$ cat config.mk
export PLATFORM = sky130hd
export DESIGN_NAME = instruction_fetch_flat
export DESIGN_NICKNAME = d
export VERILOG_FILES = /design/src/rtl/instruction_fetch_if.sv /design/src/rtl/instruction_fetch.sv /design/src/flat_wrapper.sv
export SDC_FILE = /design/constraint.sdc
export NUM_CORES = 1
export LEC_CHECK = 0
export BUFFER_PORTS_ARGS = -buffer_cell sky130_fd_sc_hd__buf_2
export CORE_MARGIN = 2
export CORE_UTILIZATION = 54
export DETAILED_ROUTE_END_ITERATION = 6
export PLACE_DENSITY = 0.87
export RECOVER_POWER = 25
export SLEW_MARGIN = 20
export SYNTH_ARGS = -nofsm -noshare
export SYNTH_HDL_FRONTEND = slang
export SYNTH_SLANG_ARGS = --single-unit
export TNS_END_PERCENT = 30
$ cat constraint.sdc
create_clock -name Clock -period 5.6 [get_ports Clock]
set_input_delay 0.56 -clock Clock [delete_from_list [all_inputs] [get_ports Clock]]
set_output_delay 0.56 -clock Clock [all_outputs]
set_load 0.05 [all_outputs]
$ cat src/rtl/instruction_fetch_if.sv
// Fetch-stage bundle: control inputs from decode and the instruction-memory
// port plus the PC/valid tags that travel with the returned instruction word.
interface instruction_fetch_if;
    logic        Stall;
    logic [2:0]  PcSel;
    logic [31:0] BranchTarget;
    logic [31:0] JumpTarget;
    logic        En_I;
    logic [28:0] Addr_I;
    logic [31:0] PC_D;
    logic [31:0] PCInc_D;
    logic        Valid_D;

    modport master (
        input  Stall,
        input  PcSel,
        input  BranchTarget,
        input  JumpTarget,
        output En_I,
        output Addr_I,
        output PC_D,
        output PCInc_D,
        output Valid_D
    );

    modport slave (
        output Stall,
        output PcSel,
        output BranchTarget,
        output JumpTarget,
        input  En_I,
        input  Addr_I,
        input  PC_D,
        input  PCInc_D,
        input  Valid_D
    );
endinterface

$ cat src/rtl/instruction_fetch.sv
// Kabeta fetch stage: owns the PC (bit 31 = supervisor), addresses the
// instruction memory and tags the word it returns one cycle later.
module instruction_fetch #(
    parameter logic [31:0] RESET_VECTOR = 32'h8000_0000,
    parameter logic [31:0] ILLOP_VECTOR = 32'h8000_0004,
    parameter logic [31:0] IRQ_VECTOR   = 32'h8000_0008
) (
    input  logic                 Clock,
    input  logic                 SysReset,
    instruction_fetch_if.master  bus
);

    localparam logic [2:0] SEL_SEQ    = 3'd0;
    localparam logic [2:0] SEL_BRANCH = 3'd1;
    localparam logic [2:0] SEL_JMP    = 3'd2;
    localparam logic [2:0] SEL_ILLOP  = 3'd3;
    localparam logic [2:0] SEL_IRQ    = 3'd4;

    logic [31:0] pc_r;
    logic [31:0] pc_d_r;
    logic        valid_d_r;
    logic [31:0] target_s;
    logic        redirect_s;
    logic        unused_s;

    // Sequential increment confined to bits [30:0]; supervisor bit passes through.
    function automatic logic [31:0] pc_plus4(input logic [31:0] pc);
        pc_plus4 = {pc[31], pc[30:0] + 31'd4};
    endfunction

    function automatic logic [31:0] word_align(input logic [31:0] addr);
        word_align = {addr[31:2], 2'b00};
    endfunction

    assign redirect_s = (bus.PcSel != SEL_SEQ);
    assign unused_s   = ^{bus.BranchTarget[31], bus.BranchTarget[1:0], bus.JumpTarget[1:0]};

    // Redirect target; a JMP can drop supervisor mode but never raise it.
    always_comb begin
        target_s = word_align(ILLOP_VECTOR);
        case (bus.PcSel)
            SEL_SEQ:    target_s = pc_plus4(pc_r);
            SEL_BRANCH: target_s = {pc_r[31], bus.BranchTarget[30:2], 2'b00};
            SEL_JMP:    target_s = {pc_r[31] & bus.JumpTarget[31], bus.JumpTarget[30:2], 2'b00};
            SEL_ILLOP:  target_s = word_align(ILLOP_VECTOR);
            SEL_IRQ:    target_s = word_align(IRQ_VECTOR);
            default:    target_s = word_align(ILLOP_VECTOR);
        endcase
    end

    // PC register and one-deep tag pipeline matching the memory read latency.
    always_ff @(posedge Clock) begin
        if (!SysReset) begin
            pc_r      <= word_align(RESET_VECTOR);
            pc_d_r    <= word_align(RESET_VECTOR);
            valid_d_r <= 1'b0;
        end else if (redirect_s) begin
            // The word in flight at the old PC is squashed.
            pc_r      <= target_s;
            pc_d_r    <= pc_r;
            valid_d_r <= 1'b0;
        end else if (bus.Stall) begin
            pc_r      <= pc_r;
            pc_d_r    <= pc_d_r;
            valid_d_r <= valid_d_r;
        end else begin
            pc_r      <= target_s;
            pc_d_r    <= pc_r;
            valid_d_r <= 1'b1;
        end
    end

    assign bus.Addr_I  = pc_r[30:2];
    assign bus.En_I    = ~bus.Stall;
    assign bus.PC_D    = pc_d_r;
    assign bus.PCInc_D = pc_plus4(pc_d_r);
    assign bus.Valid_D = valid_d_r;

endmodule

$ cat src/flat_wrapper.sv
// flat-port wrapper written by rule: the top's interface ports become plain ports
module instruction_fetch_flat 
#(
    parameter logic [31:0] RESET_VECTOR = 32'h8000_0000,
    parameter logic [31:0] ILLOP_VECTOR = 32'h8000_0004,
    parameter logic [31:0] IRQ_VECTOR   = 32'h8000_0008
)
  (Clock, SysReset, bus_Stall, bus_PcSel, bus_BranchTarget, bus_JumpTarget, bus_En_I, bus_Addr_I, bus_PC_D, bus_PCInc_D, bus_Valid_D);
  instruction_fetch_if bus_i ();
  input  logic Clock;
  input  logic SysReset;
  input wire logic [$bits(bus_i.Stall)-1:0] bus_Stall;
  input wire logic [$bits(bus_i.PcSel)-1:0] bus_PcSel;
  input wire logic [$bits(bus_i.BranchTarget)-1:0] bus_BranchTarget;
  input wire logic [$bits(bus_i.JumpTarget)-1:0] bus_JumpTarget;
  output wire logic [$bits(bus_i.En_I)-1:0] bus_En_I;
  output wire logic [$bits(bus_i.Addr_I)-1:0] bus_Addr_I;
  output wire logic [$bits(bus_i.PC_D)-1:0] bus_PC_D;
  output wire logic [$bits(bus_i.PCInc_D)-1:0] bus_PCInc_D;
  output wire logic [$bits(bus_i.Valid_D)-1:0] bus_Valid_D;
  assign bus_i.Stall = bus_Stall;
  assign bus_i.PcSel = bus_PcSel;
  assign bus_i.BranchTarget = bus_BranchTarget;
  assign bus_i.JumpTarget = bus_JumpTarget;
  assign bus_En_I = bus_i.En_I;
  assign bus_Addr_I = bus_i.Addr_I;
  assign bus_PC_D = bus_i.PC_D;
  assign bus_PCInc_D = bus_i.PCInc_D;
  assign bus_Valid_D = bus_i.Valid_D;
  instruction_fetch #(.RESET_VECTOR(RESET_VECTOR), .ILLOP_VECTOR(ILLOP_VECTOR), .IRQ_VECTOR(IRQ_VECTOR)) u_core (.Clock(Clock), .SysReset(SysReset), .bus(bus_i));
endmodule
==> results by stage, run 1 <==
CTS:
- The number of clock sinks is 61.
- The clock root buffer is clkbuf_8.
- The TritonCTS clock tree is done.
- The clock-pin transition on the worst setup and hold timing paths is about 70 ps.
- The clock reaches the later pin of the worst-skew pair after 350 ps.
- In this run, post-CTS hold repair placed 0 buffers.
- Gates resized during post-CTS repair numbered 0.
- Once the clock tree was built, the setup fixing pass inserted 0 buffers.
- In this run the deepest clock path goes through 2 buffers.
- CTS built an H-tree with a depth of 3.
- In this run, CTS created clock tree buffers numbering 9.

Routing:
- The number of routed nets with antenna violations is 0.
- The met2 wirelength from detailed routing is around 6000 um.
- The number of design rule violations left after detail routing is 0.
- The detailed router finished its first iteration with 591 violations.
- Signal routing reaches up to met4.
- The number of iterations in the first detailed-routing pass is 5.
- Summed over all nets, wire length on met3 after detailed routing comes to between 1000 and 1500 um.
- Using the TritonRoute via totals, the vias-per-cell ratio works out to a little over 6.
- The routed length per instance is about 17 um.
- The via total after detailed routing is 4783.
- The met1 routed wirelength after detailed routing is 5450 um.
- The final wirelength is 13300 um.

Timing:
- The hold violation count in the final report came to 0.
- The share of the clock period used by the worst path is 0.527.
- The time the final worst path needs with I/O delays and setup is ~3000 ps.
- The highest achievable clock rate is 0.339 GHz.
- Final hold analysis gives a worst-case slack of 432 ps.
- The count of final max-slew check failures is 0.
- At the pin with the least slew margin, the transition time is around 1500 ps.
- Setup repair after global routing left no endpoint under its margin.
- The number of setup violations in the final report is 0.
- Between clock sinks in the finished design, the worst skew comes to 12.1 ps.
- The worst max-slew margin expressed relative to the limit is 0.0321.
- The post-route setup TNS is 0 ps.

Pwr:
- In this run the static leakage power is 1.91 nW.
- In this run the power density over the cells is 203 nW/um2.
- The largest vdd supply drop is 0.101 mV.

Floorplan:
- The floorplan step defined a die boundary enclosing around 8700 um2.
- The total area inside the core boundary comes to 7730 um2.
- The effective utilization at floorplan is 0.555.
- Measured along the y axis, the die boundary spans 93.1 um.
- The number of core rows is 32.
- The die is 93.1 um wide.
- The I/O pin count is 165.

Yosys:
- The prevailing post-synth register cell is dfxtp_1.
- The count of flip-flops with a built-in enable after synthesis is 0.
- The average cell area after synthesis is 7.54 um2.
- The netlist uses 61 different library cells.
- The total of flip-flops plus latches after synthesis is between 60 and 70.
- The async set or reset register ratio after synthesis is 0.
- The post-synthesis cell count is 568.
- Yosys printed 0 warnings.
- The area of the mapped netlist is about 4300 um2.
- The sequential fraction of the synthesis area is 0.285.

Setup path:
- The critical path is of the reg -> out type.
- The sort of element at the start of the critical path is a flip-flop.
- The critical path goes through ha_1, nand3_1, nor3_1, nand4_1, xnor2_1, buf_2.
- The signal arrival time at the worst endpoint is 2390 ps.
- On the worst path, the slowest cell contributes a delay of 520 ps.
- The endpoint type of the worst setup path is an output pin.
- Of all nets on the critical path, the largest fanout is 6.
- The number of buffers and inverters on the critical path is 1.
- The slowest stage of the critical path belongs to the cell nor3_1.
- The largest delay contributor family on the critical path is simple AND/OR/NAND/NOR gates.
- The worst path required time is 5040 ps.

Final layout:
- The most common library cell in the layout ignoring fill and taps is buf_2.
- The final layout contains 739 nets.
- From synthesis to final layout, the design area changed by 15.8%.
- In the final layout, the share of cells above drive strength 1 is 0.214.
- The finished cells cover ~5000 um2.
- The final instance count without filler cells is 774.
- The library cells used most frequently in the layout, excluding fill and tap cells, are buf_2, nand2_1, dfxtp_1.
- The repair_antennas step left the layout with diodes totalling 0.

Worst hold path:
- The path type of the worst min-delay path is in -> reg.

GRT:
- In the global route stage, overall resource usage came out at 0.302.
- The leftover overflow at the end of global routing is 0.
- The global-route wire length before repair is 21100 um.
- Entering global routing, the biggest net connects 54 pins.
- The via count of the first global-routing pass was around 4400.
- The number of antenna violations at the first check in global routing is 0.

Outcome:
- The run finished with clean final reports.

Flow run:
- The number of max-cap violations is 0.

Place:
- The number of I/O port buffers is around 160.
- At the end of routability-driven placement, the weighted congestion stood at 0.953.
- Detailed placement finished with a half-perimeter wire length of 9510 um.
- The number of placed instances, taps included, is 758.
- Once placement finished, the instance area stood at between 4000 and 5000 um2.
[synth_stat cells (8+ instances only)]
cell,instances,area share
nand2_1,96,0.084
dfxtp_1,61,0.28
buf_4,34,0.060
clkbuf_1,31,0.027
a21boi_0,30,0.053
nand3_1,29,0.034
nand4_1,26,0.038
xnor2_1,24,0.049
o21ai_0,23,0.027
a22oi_1,18,0.032
nor2_1,17,0.015
a21oi_1,13,0.015
nand3b_1,13,0.023
nor3_1,13,0.015
and3_1,10,0.015
o211ai_1,10,0.018
and4_1,9,0.018
inv_1,9,0.0079
nor2b_1,8,0.012
or4_1,8,0.014
[final timing paths]
kind / startpoint / end / slack, ps / cells past startpoint
max reg2reg: u_core.pc_r[3] / u_core.pc_r[28] / 3300 / 5
min: bus_JumpTarget[5] / u_core.pc_r[5] / 430 / 3
max: u_core.bus.PC_D[2] / bus_PCInc_D[30] / 2650 / 6
min reg2reg: u_core.bus.Valid_D / u_core.bus.Valid_D / 470 / 1
[sequential cells by signal, indices dropped and copies added, names as in the netlist]
signal and flops:
u_core.pc_r 30, u_core.bus.PC_D 30, u_core.bus.Valid_D 1
[metal layers]
| layer | track usage | vias up |
|---|---|---|
| met3 | 0.0766 | 40 |
| met5 | 0 | - |
| met1 | 0.404 | 2186 |
| met4 | 0.131 | 0 |
| met2 | 0.463 | 316 |
| li1 | - | 2241 |
[report_power, final]
| part | switching (mW) | internal [mW] | total [mW] |
|---|---|---|---|
| Clock | 0.174 | 0.184 | 0.358 |
| Sequential | 0.0195 | 0.444 | 0.464 |
| Combinational | 0.127 | 0.0567 | 0.184 |
| Total | 0.320 | 0.685 | 1.01 |
[per-stage QoR]
stage	setup WS (ps)	utilization	power (mW)
4_1_cts	2360	0.647	1.00
3_3_place_gp	2840	0.624	0.652
3_5_place_dp	2740	0.624	0.655
5_1_grt	2420	0.642	1.04
2_1_floorplan	2290	-	0.607
6_report	2650	0.642	1.01
[cell type report]
cell class              count  area, um2
inverters                   9       33.8
flip-flops and latches     61       1220
clock buffers              13        159
repair buffers            160        766
well taps                 102        128
multi-input cells         426       2630
clock inverters             3       20.0
fillers                   710       2770
[kinds of logic (layout without fill, tap and decap cells)]
kind of cell,Yosys count,count (layout),share of synthesized area
and+or+nand+nor,251,251,0.306
buffers and inverters,84,185,0.108
adders and majority gates,3,3,0.00817
other,1,4,0.000875
AOI/OAI and AO/OA,138,138,0.231
xor gates and xnor gates,30,30,0.0613
DFF,61,61,0.285
[tightest hold or removal path: cells and delay by family]
kind	cells	cell delay, ps
buf+inv	1	70
compound gates	2	110
No activity file was read; power rests on OpenSTA's default activity.
==> inputs of run 2 (changes only) <==
--- a/config.mk
+++ b/config.mk
@@ -5,11 +5,12 @@
 export SDC_FILE = /design/constraint.sdc
 export NUM_CORES = 1
 export LEC_CHECK = 0
+export ABC_AREA = 1
 export BUFFER_PORTS_ARGS = -buffer_cell sky130_fd_sc_hd__buf_2
 export CORE_MARGIN = 2
-export CORE_UTILIZATION = 54
+export CORE_UTILIZATION = 50
 export DETAILED_ROUTE_END_ITERATION = 6
-export PLACE_DENSITY = 0.87
+export PLACE_DENSITY = 0.81
 export RECOVER_POWER = 25
 export SLEW_MARGIN = 20
 export SYNTH_ARGS = -nofsm -noshare
==> constraint.sdc (replaced) <==
create_clock -name Clock -period 2.8 [get_ports Clock]
set_input_delay 0.28 -clock Clock [delete_from_list [all_inputs] [get_ports Clock]]
set_output_delay 0.28 -clock Clock [all_outputs]
set_load 0.05 [all_outputs]
==> run 2 against run 1 <==
Effect of this change:
- the run now ends with design-rule violations left
- clock skew decreased by 2.0 ps
- global-route usage fell by 4.7 points
- power grew 130%
- clock-buffer cell count shrank 3
- wire length down 5.6%
- combinational power up 140%
- worst setup slack worse by 2400 ps
- register-to-register slack worse by 2400 ps
- final area grew 2.5%
- non-clock buffer count down 3
- largest power group unchanged
- highest routed layer unchanged
==> results by stage, run 2 <==
Flow run:
- The number of max-cap violations is 0 (unchanged).

Timing:
- Setup repair after global routing left no endpoint under its margin.
- The post-route setup TNS was 0 ps (unchanged).
- The share of the clock period used by the worst path is 0.904.
- The final clock skew is 10.1 ps (-2.00 ps).
- The worst max-slew margin expressed relative to the limit is 0.281 (+0.249).
- The count of final max-slew check failures is 0 (unchanged).
- The number of setup violations in the final report is 0 (unchanged).
- The highest achievable clock rate is 0.395 GHz.
- The hold violation count in the final report came to 0 (unchanged).
- The time the final worst path needs with I/O delays and setup is between 2000 and 3000 ps.
- The transition at the pin with the smallest max-transition slack came to 1080 ps (-374 ps).

Place:
- The routability congestion estimate from global placement was 0.944 (-0.98%).
- The number of placed instances, taps included is 900 (+19%).
- The number of I/O port buffers came to 155 (unchanged).
- The post-detailed-placement half-perimeter wirelength is 9410 um (-1.1%).

GRT:
- The total global-route track usage is 0.256 (-0.0469).
- The global-route wire length before repair came to 20000 um (-5.5%).
- The leftover overflow at the end of global routing is 0 (unchanged).
- The number of antenna violations at the first check in global routing is 0 (unchanged).
- The maximum number of pins on one net before global-route repair is 75 (+39%).
- The via count of the first global-routing pass came to 4269 (-2.4%).

CTS:
- The maximum level of the CTS H-tree was 3 (unchanged).
- The clock-pin transition on the worst setup and hold timing paths is 70 ps (about the same).
- The number of buffers inserted by post-CTS setup repair is 0 (unchanged).
- The number of buffers between clock root and the deepest sink was 2 (unchanged).
- The number of buffers created by CTS is 9 (unchanged).
- The clock root buffer is clkbuf_8.
- The number of clock sinks came to 61 (unchanged).
- The insertion delay of the later-clocked pin in the worst-skew pair is 340 ps (about the same).
- The number of hold-repair buffers added at the cts stage is 0 (unchanged).
- The quantity of gates resized following cts came to 0 (unchanged).
- The TritonCTS clock tree is done.

Setup path:
- The worst path required time came to 2520 ps (-2520 ps).
- The most numerous cell type found on the critical path is nand2_1.
- The sort of element at the start of the critical path is a flip-flop.
- The critical path class is reg -> out.
- The largest individual stage delay along the critical path comes from the cell dfxtp_1.
- The critical path goes through ha_1, nand2_1, inv_2, nand4_2, nor3_2, nand2_1, nor2_2, nand2_1, xnor2_1, buf_2.
- The signal arrival time at the worst endpoint is 2250 ps (-140 ps).
- The maximum fanout along the worst path is 4 (-2).
- STA classifies the critical path endpoint as an output pin.
- The delay of the slowest cell on the worst path is 390 ps (-130 ps).
- The count of cells along the worst register-to-register path came to 11 (+6).

Floorplan:
- The number of core rows is 34 (+6.3%).
- The die area is 9460 um2 (+9.2%).
- The vertical die dimension is 97.3 um (+4.5%).
- The I/O pin count is 165 (unchanged).
- The effective utilization at floorplan was 0.506 (-0.0483).
- The area of the placeable core is 8590 um2 (+11%).
- The floorplan die width was 97.3 um (+4.5%).

Yosys:
- The area share of xor/xnor cells in the synthesized design came to 0.0523 (-0.00897).
- The mux share of post-synthesis cell area came to 0 (unchanged).
- The total of flip-flops plus latches after synthesis is 61 (unchanged).
- The largest area contributor in the synthesized netlist is dfxtp_1.
- The count of warnings emitted by yosys is 0 (unchanged).
- The combinational family with the most area after synthesis is simple AND/OR/NAND/NOR gates.
- The area fraction in and, or, nand and nor cells after synthesis came to 0.366 (+0.0604).
- The average cell area after synthesis came to 6.29 um2 (-17%).
- After synthesis, the cell types taking the most area are dfxtp_1, nand2_1, a21oi_1.
- The most frequent cell after synthesis is nand2_1.
- The number of distinct library cell variants in the gate-level netlist after synthesis was 32 (-48%).
- The synthesized-area fraction occupied by ao, oa, aoi and oai cells is 0.150 (-0.0811).
- The count of flip-flops with a built-in enable after synthesis came to 0 (unchanged).
- The prevailing post-synth register cell is dfxtp_1.
- The commonest cells after synthesis are nand2_1, inv_1, dfxtp_1, a21oi_1, nand3_1.
- The fraction of post-synthesis cell area in the top cell type by area was 0.281 (-0.00426).
- The area of the mapped netlist is 4350 um2 (+1.5%).
- The async set or reset register ratio after synthesis is 0 (unchanged).
- The sequential fraction of the synthesis area was 0.281 (-0.00426).
- The fraction of the mapped netlist area in adder cells is 0.00575 (-0.00242).
- The post-synthesis cell count came to 692 (+22%).

Pwr:
- The portion of total power attributed to the clock network was 0.391 (+0.035).
- The switching power of the nets is 743 uW (+130%).
- The leakage power total is 2.32 nW (+22%).
- The power density normalized to cell area is 449 nW/um2 (+120%).
- The sequential group share of total power was 0.418 (-0.043).
- The internal portion of total power came to 1.54 mW (+120%).
- The overall power of the completed layout was 2.28 mW (+130%).
- The combinational power share is 0.191 (+0.008).
- The largest vdd supply drop came to 0.299 mV (+200%).
- The switching power as a share of total power is 0.326 (+0.00715).

Outcome:
- The checks that failed: design-rule violations.
- The flow ran to the end, but the final reports show violations.

Routing:
- The number of design rule violations left after detail routing is 8 (+8).
- The number of iterations in the first detailed-routing pass is 7 (+2).
- The routed length per instance is 13.7 um (-20%).
- The final wirelength is 12600 um (-5.6%).
- The iteration-0 DRC count of the detailed router is 305 (-48%).
- The via total after detailed routing is 4777 (-0.13%).
- The number of routed nets with antenna violations is 0 (unchanged).
- The average vias per placed instance is 5.22 (-16%).

Final layout:
- The most common library cell in the layout ignoring fill and taps is nand2_1.
- The share of final-layout standard cells stronger than drive strength 1 is 0.213 (-0.00141).
- The layout filler cell count is 878 (+24%).
- The layout overhead on the synthesized area is 16.9%.
- The antenna cell count is 0 (unchanged).
- In the layout the commonest cells are nand2_1, buf_2, inv_1.
- The final instance count without filler cells was 916 (+18%).
- The number of nets in the finished design was 875 (+18%).

Worst hold path:
- The path type of the worst min-delay path is in -> reg.
- The number of cells on the worst hold path is 3 (unchanged).
## run 2: power by group through the flow
stage	clock [mW]	sequential (mW)	combinational, mW
2_1_floorplan	0	1.01	0.296
3_3_place_gp	0	0.970	0.434
3_5_place_dp	0	0.972	0.442
4_1_cts	0.895	0.952	0.443
5_1_grt	0.927	0.960	0.469
6_report	0.892	0.954	0.436
## run 2: path summary, 6_finish.rpt
| check | startpoint | end | slack, ps |
|---|---|---|---|
| max | u_core.bus.PC_D[2] | bus_PCInc_D[20] | 270 |
| max reg2reg | u_core.pc_r[2] | u_core.pc_r[24] | 920 |
| min | bus_JumpTarget[31] | u_core.pc_r[31] | 180 |
| min reg2reg | u_core.pc_r[31] | u_core.bus.PC_D[31] | 470 |
## run 2: cell type report
type	instances	area (um2)	share of cell area
multi-input combinational	507	2510	0.493
sequential	61	1220	0.240
timing repair buffer	157	744	0.146
inverter	67	253	0.0497
clock buffer	10	138	0.0271
tap	108	135	0.0266
clock inverter	6	86.3	0.0170
## run 2: layer usage
| metal | share of wire | up-vias | global-route usage |
|---|---|---|---|
| met3 | 0.060 | 29 | 0.0345 |
| met5 | 0 | - | 0 |
| met1 | 0.46 | 2137 | 0.346 |
| li1 | - | 2417 | - |
| met4 | 0.025 | 0 | 0.0887 |
| met2 | 0.45 | 194 | 0.419 |
## run 2: critical path, delay by kind of cell, from the launching register on
family,cells,cell delay [ps]
xor+xnor,1,120
fa+ha+maj,1,180
buf+inv,2,350
flops,1,390
simple gates,6,850
## run 2: stage by stage
step	worst slack, ps	hold slack (ps)	area, um2	utilization
after floorplan	5.45	418	4360	-
after global placement	736	440	4920	0.572
after detailed placement	677	452	4920	0.572
after CTS	304	171	5140	0.598
after global routing	74.4	209	5080	0.592
final	268	179	5080	0.592
## run 2: logic make-up after synthesis
| family | after synthesis |
|---|---|
| and+or+nand+nor | 356 |
| xor gates and xnor gates | 26 |
| buffers and inverters | 127 |
| AOI/OAI and AO/OA | 119 |
| DFF | 61 |
| adders and majority gates | 2 |
| other | 1 |
==> inputs of run 3 (changes only) <==
--- a/config.mk
+++ b/config.mk
@@ -7,9 +7,11 @@
 export LEC_CHECK = 0
 export ABC_AREA = 1
 export BUFFER_PORTS_ARGS = -buffer_cell sky130_fd_sc_hd__buf_2
+export CAP_MARGIN = 20
 export CORE_MARGIN = 2
 export CORE_UTILIZATION = 50
 export DETAILED_ROUTE_END_ITERATION = 6
+export MAX_ROUTING_LAYER = met4
 export PLACE_DENSITY = 0.81
 export RECOVER_POWER = 25
 export SLEW_MARGIN = 20
==> constraint.sdc (replaced) <==
create_clock -name Clock -period 2.8 [get_ports Clock]
set_input_delay 0.42 -clock Clock [delete_from_list [all_inputs] [get_ports Clock]]
set_output_delay 0.42 -clock Clock [all_outputs]
set_load 0.05 [all_outputs]
==> run 3 against run 2 <==
Effect of this change:
- the flow now finishes without violations
- combinational power barely moved
- clock-buffer cell count is 2 higher
- sequential power barely moved
- critical path type unchanged
- largest cell class unchanged
==> results by stage, run 3 (same netlist as run 2, synthesis figures left out) <==
Outcome:
- The run finished with clean final reports.

Timing:
- The highest achievable clock rate is 0.383 GHz (-3.0%).
- The transition at the pin with the smallest max-transition slack is 1080 ps (+1.06 ps).
- The worst max-slew margin expressed relative to the limit is 0.280 (-0.000709).
- The number of setup violations in the final report was 0 (unchanged).
- The hold violation count in the final report is 0 (unchanged).
- The post-route worst setup slack was 190 ps (-78.0 ps).
- The time the final worst path needs with I/O delays and setup is 2610 ps (+78.0 ps).
- The final clock skew is 12.1 ps (+1.94 ps).
- The count of final max-slew check failures is 0 (unchanged).
- The worst hold margin is 323 ps (+144 ps).
- The share of the clock period used by the worst path was 0.932 (+0.0279).

GRT:
- The total global-route track usage is 0.269 (+0.0135).
- The number of antenna violations at the first check in global routing is 0 (unchanged).
- The via count of the first global-routing pass was 4260 (-0.21%).
- The global-route wire length before repair is 20400 um (+2.4%).
- The maximum number of pins on one net before global-route repair is 54 (-28%).
- The leftover overflow at the end of global routing is 0 (unchanged).

CTS:
- The number of buffers created by CTS was 9 (unchanged).
- The clock-pin transition on the worst setup and hold timing paths was 70 ps (about the same).
- The TritonCTS clock tree is done.
- The number of hold-repair buffers added at the cts stage is 0 (unchanged).
- The insertion delay of the later-clocked pin in the worst-skew pair came to 340 ps (about the same).
- The maximum level of the CTS H-tree is 3 (unchanged).
- The number of clock sinks was 61 (unchanged).
- In this run the clock root is driven by a clkbuf_8.
- The number of buffers between clock root and the deepest sink is 2 (unchanged).
- The quantity of gates resized following cts is 0 (unchanged).
- The number of buffers inserted by post-CTS setup repair is 0 (unchanged).

Setup path:
- By instance count, the cell type seen most on the critical path is nand2_1.
- The count of cells along the worst register-to-register path is 10 (-1).
- The internal reg-to-reg setup slack is 950 ps (+30 ps).
- The critical path class is reg -> out.
- The signal arrival time at the worst endpoint was 2190 ps (-60 ps).
- The worst path required time came to 2380 ps (-140 ps).
- The start of the worst register-to-register path is u_core.pc_r[2].
- Following the worst setup path forward leads to its endpoint at bus_PCInc_D[22].
- The endpoint type of the worst setup path is an output pin.
- Among cell families on the critical path, the largest total delay comes from simple AND/OR/NAND/NOR gates.
- Among all stages on the critical path, the largest delay is contributed by dfxtp_1.
- Traced cell by cell, the critical path runs through ha_1, nand2_1, inv_2, nand4_2, nor3_4, nand2_1, nor2_2, nand2_1, xor2_1, clkbuf_4.
- The source of the critical timing path is u_core.bus.PC_D[3].
- The sort of element at the start of the critical path is a flip-flop.
- The number of cells on the critical path is 10 (unchanged).
- The delay of the slowest cell on the worst path is 390 ps (about the same).
- The worst path buffer plus inverter count is 2 (unchanged).
- The endpoint identified for the worst register-to-register timing path is u_core.pc_r[24].
- The maximum fanout along the worst path is 4 (unchanged).

Routing:
- The average vias per placed instance is 5.16 (-1.1%).
- The detailed route wirelength on metal3 is 912 um (+20%).
- The met2 wirelength from detailed routing came to 6010 um (+5.5%).
- The via total after detailed routing is 4735 (-0.88%).
- The number of iterations in the first detailed-routing pass is 6 (-1).
- The routed length per instance is 13.7 um (about the same).
- The number of routed nets with antenna violations is 0 (unchanged).
- The highest routed metal layer is met4.
- The number of design rule violations left after detail routing is 0 (-8).
- The met1 routed wirelength after detailed routing is 5550 um (-4.7%).
- The final wirelength is 12600 um (+0.29%).
- The iteration-0 DRC count of the detailed router is 262 (-14%).

Floorplan:
- The die area is 9460 um2 (unchanged).
- The effective utilization at floorplan is 0.506 (unchanged).
- The number of core rows is 34 (unchanged).
- The area of the placeable core is 8590 um2 (unchanged).
- The I/O pin count is 165 (unchanged).
- The floorplan die width is 97.3 um (unchanged).
- The vertical die dimension is 97.3 um (unchanged).

Pwr:
- The overall power of the completed layout is 2.36 mW (+3.3%).
- The leakage power total came to 2.39 nW (+2.9%).
- The largest vdd supply drop is 0.249 mV (-17%).
- The power density normalized to cell area is 458 nW/um2 (+2.1%).

Final layout:
- The number of nets in the finished design came to 877 (+0.23%).
- Compared with the post-synthesis result, the final layout area differs by 18.3%.
- The share of final-layout standard cells stronger than drive strength 1 is 0.217 (+0.00441).
- Leaving out fill and tap cells, the most frequent cells in the layout are nand2_1, buf_2, inv_1.
- The utilization after layout is 0.599 (+0.00743).
- The area used by sequential logic in the layout was 1220 um2 (unchanged).
- The library cell used most frequently in the layout, excluding fill and tap cells, is nand2_1.
- The layout filler cell count came to 877 (-0.11%).
- The antenna cell count is 0 (unchanged).
- The multi-input gate area in the final layout came to 2520 um2 (+0.45%).
- The final instance count without filler cells is 918 (+0.22%).

Place:
- The number of I/O port buffers is 155 (unchanged).
- The number of placed instances, taps included is 902 (+0.22%).
- The post-detailed-placement half-perimeter wirelength is 9540 um (+1.5%).
- The pre-CTS setup slack was 496 ps (-181 ps).
- The routability congestion estimate from global placement is 0.905 (-4.1%).

Flow run:
- The number of max-cap violations is 0 (unchanged).

Worst hold path:
- In this run the worst hold path is classified as in -> reg.
## run 3: worst min-delay path by stage
stage | end | slack (ps) | start | depth (start not counted)
floorplan | u_core.bus.PC_D[31] | 420 | u_core.pc_r[31] | 2
global placement | u_core.bus.PC_D[31] | 440 | u_core.pc_r[31] | 2
detailed placement | u_core.pc_r[31] | 460 | u_core.pc_r[31] | 2
CTS | u_core.pc_r[31] | 320 | bus_JumpTarget[31] | 3
global route | u_core.pc_r[31] | 350 | bus_JumpTarget[31] | 3
finish | u_core.pc_r[31] | 320 | bus_JumpTarget[31] | 3
## run 3: final cells by class
| class | count | area share |
|---|---|---|
| Tap cell | 108 | 0.0262 |
| Sequential cell | 61 | 0.237 |
| Clock inverter | 4 | 0.0185 |
| Inverter | 67 | 0.0488 |
| Clock buffer | 12 | 0.0282 |
| Timing Repair Buffer | 159 | 0.152 |
| Multi-Input combinational cell | 507 | 0.489 |
## run 3: stage by stage
stage	setup TNS [ps]	area, um2
2_1_floorplan	-73.0	4370
3_3_place_gp	0	4950
3_5_place_dp	0	4950
4_1_cts	0	5190
5_1_grt	-12.3	5150
6_report	0	5150
## run 3: where the power goes
part           total [mW]  switching, mW  leakage (nW)  internal, mW
combinational       0.439          0.323          1.77         0.117
clock               0.966          0.350         0.121         0.615
sequential          0.953         0.0514         0.497         0.901
total                2.36          0.724          2.39          1.63
## run 3: metal layers
metal | track usage | vias to the layer above
met5 | - | -
met4 | 0.0716 | 0
met3 | 0.0353 | 12
met2 | 0.437 | 159
met1 | 0.356 | 2150
li1 | - | 2414
## run 3: worst min-delay path, stage by stage
cell	delay (ps)
buf_2	80
o21ai_0	70
nand2_1	60
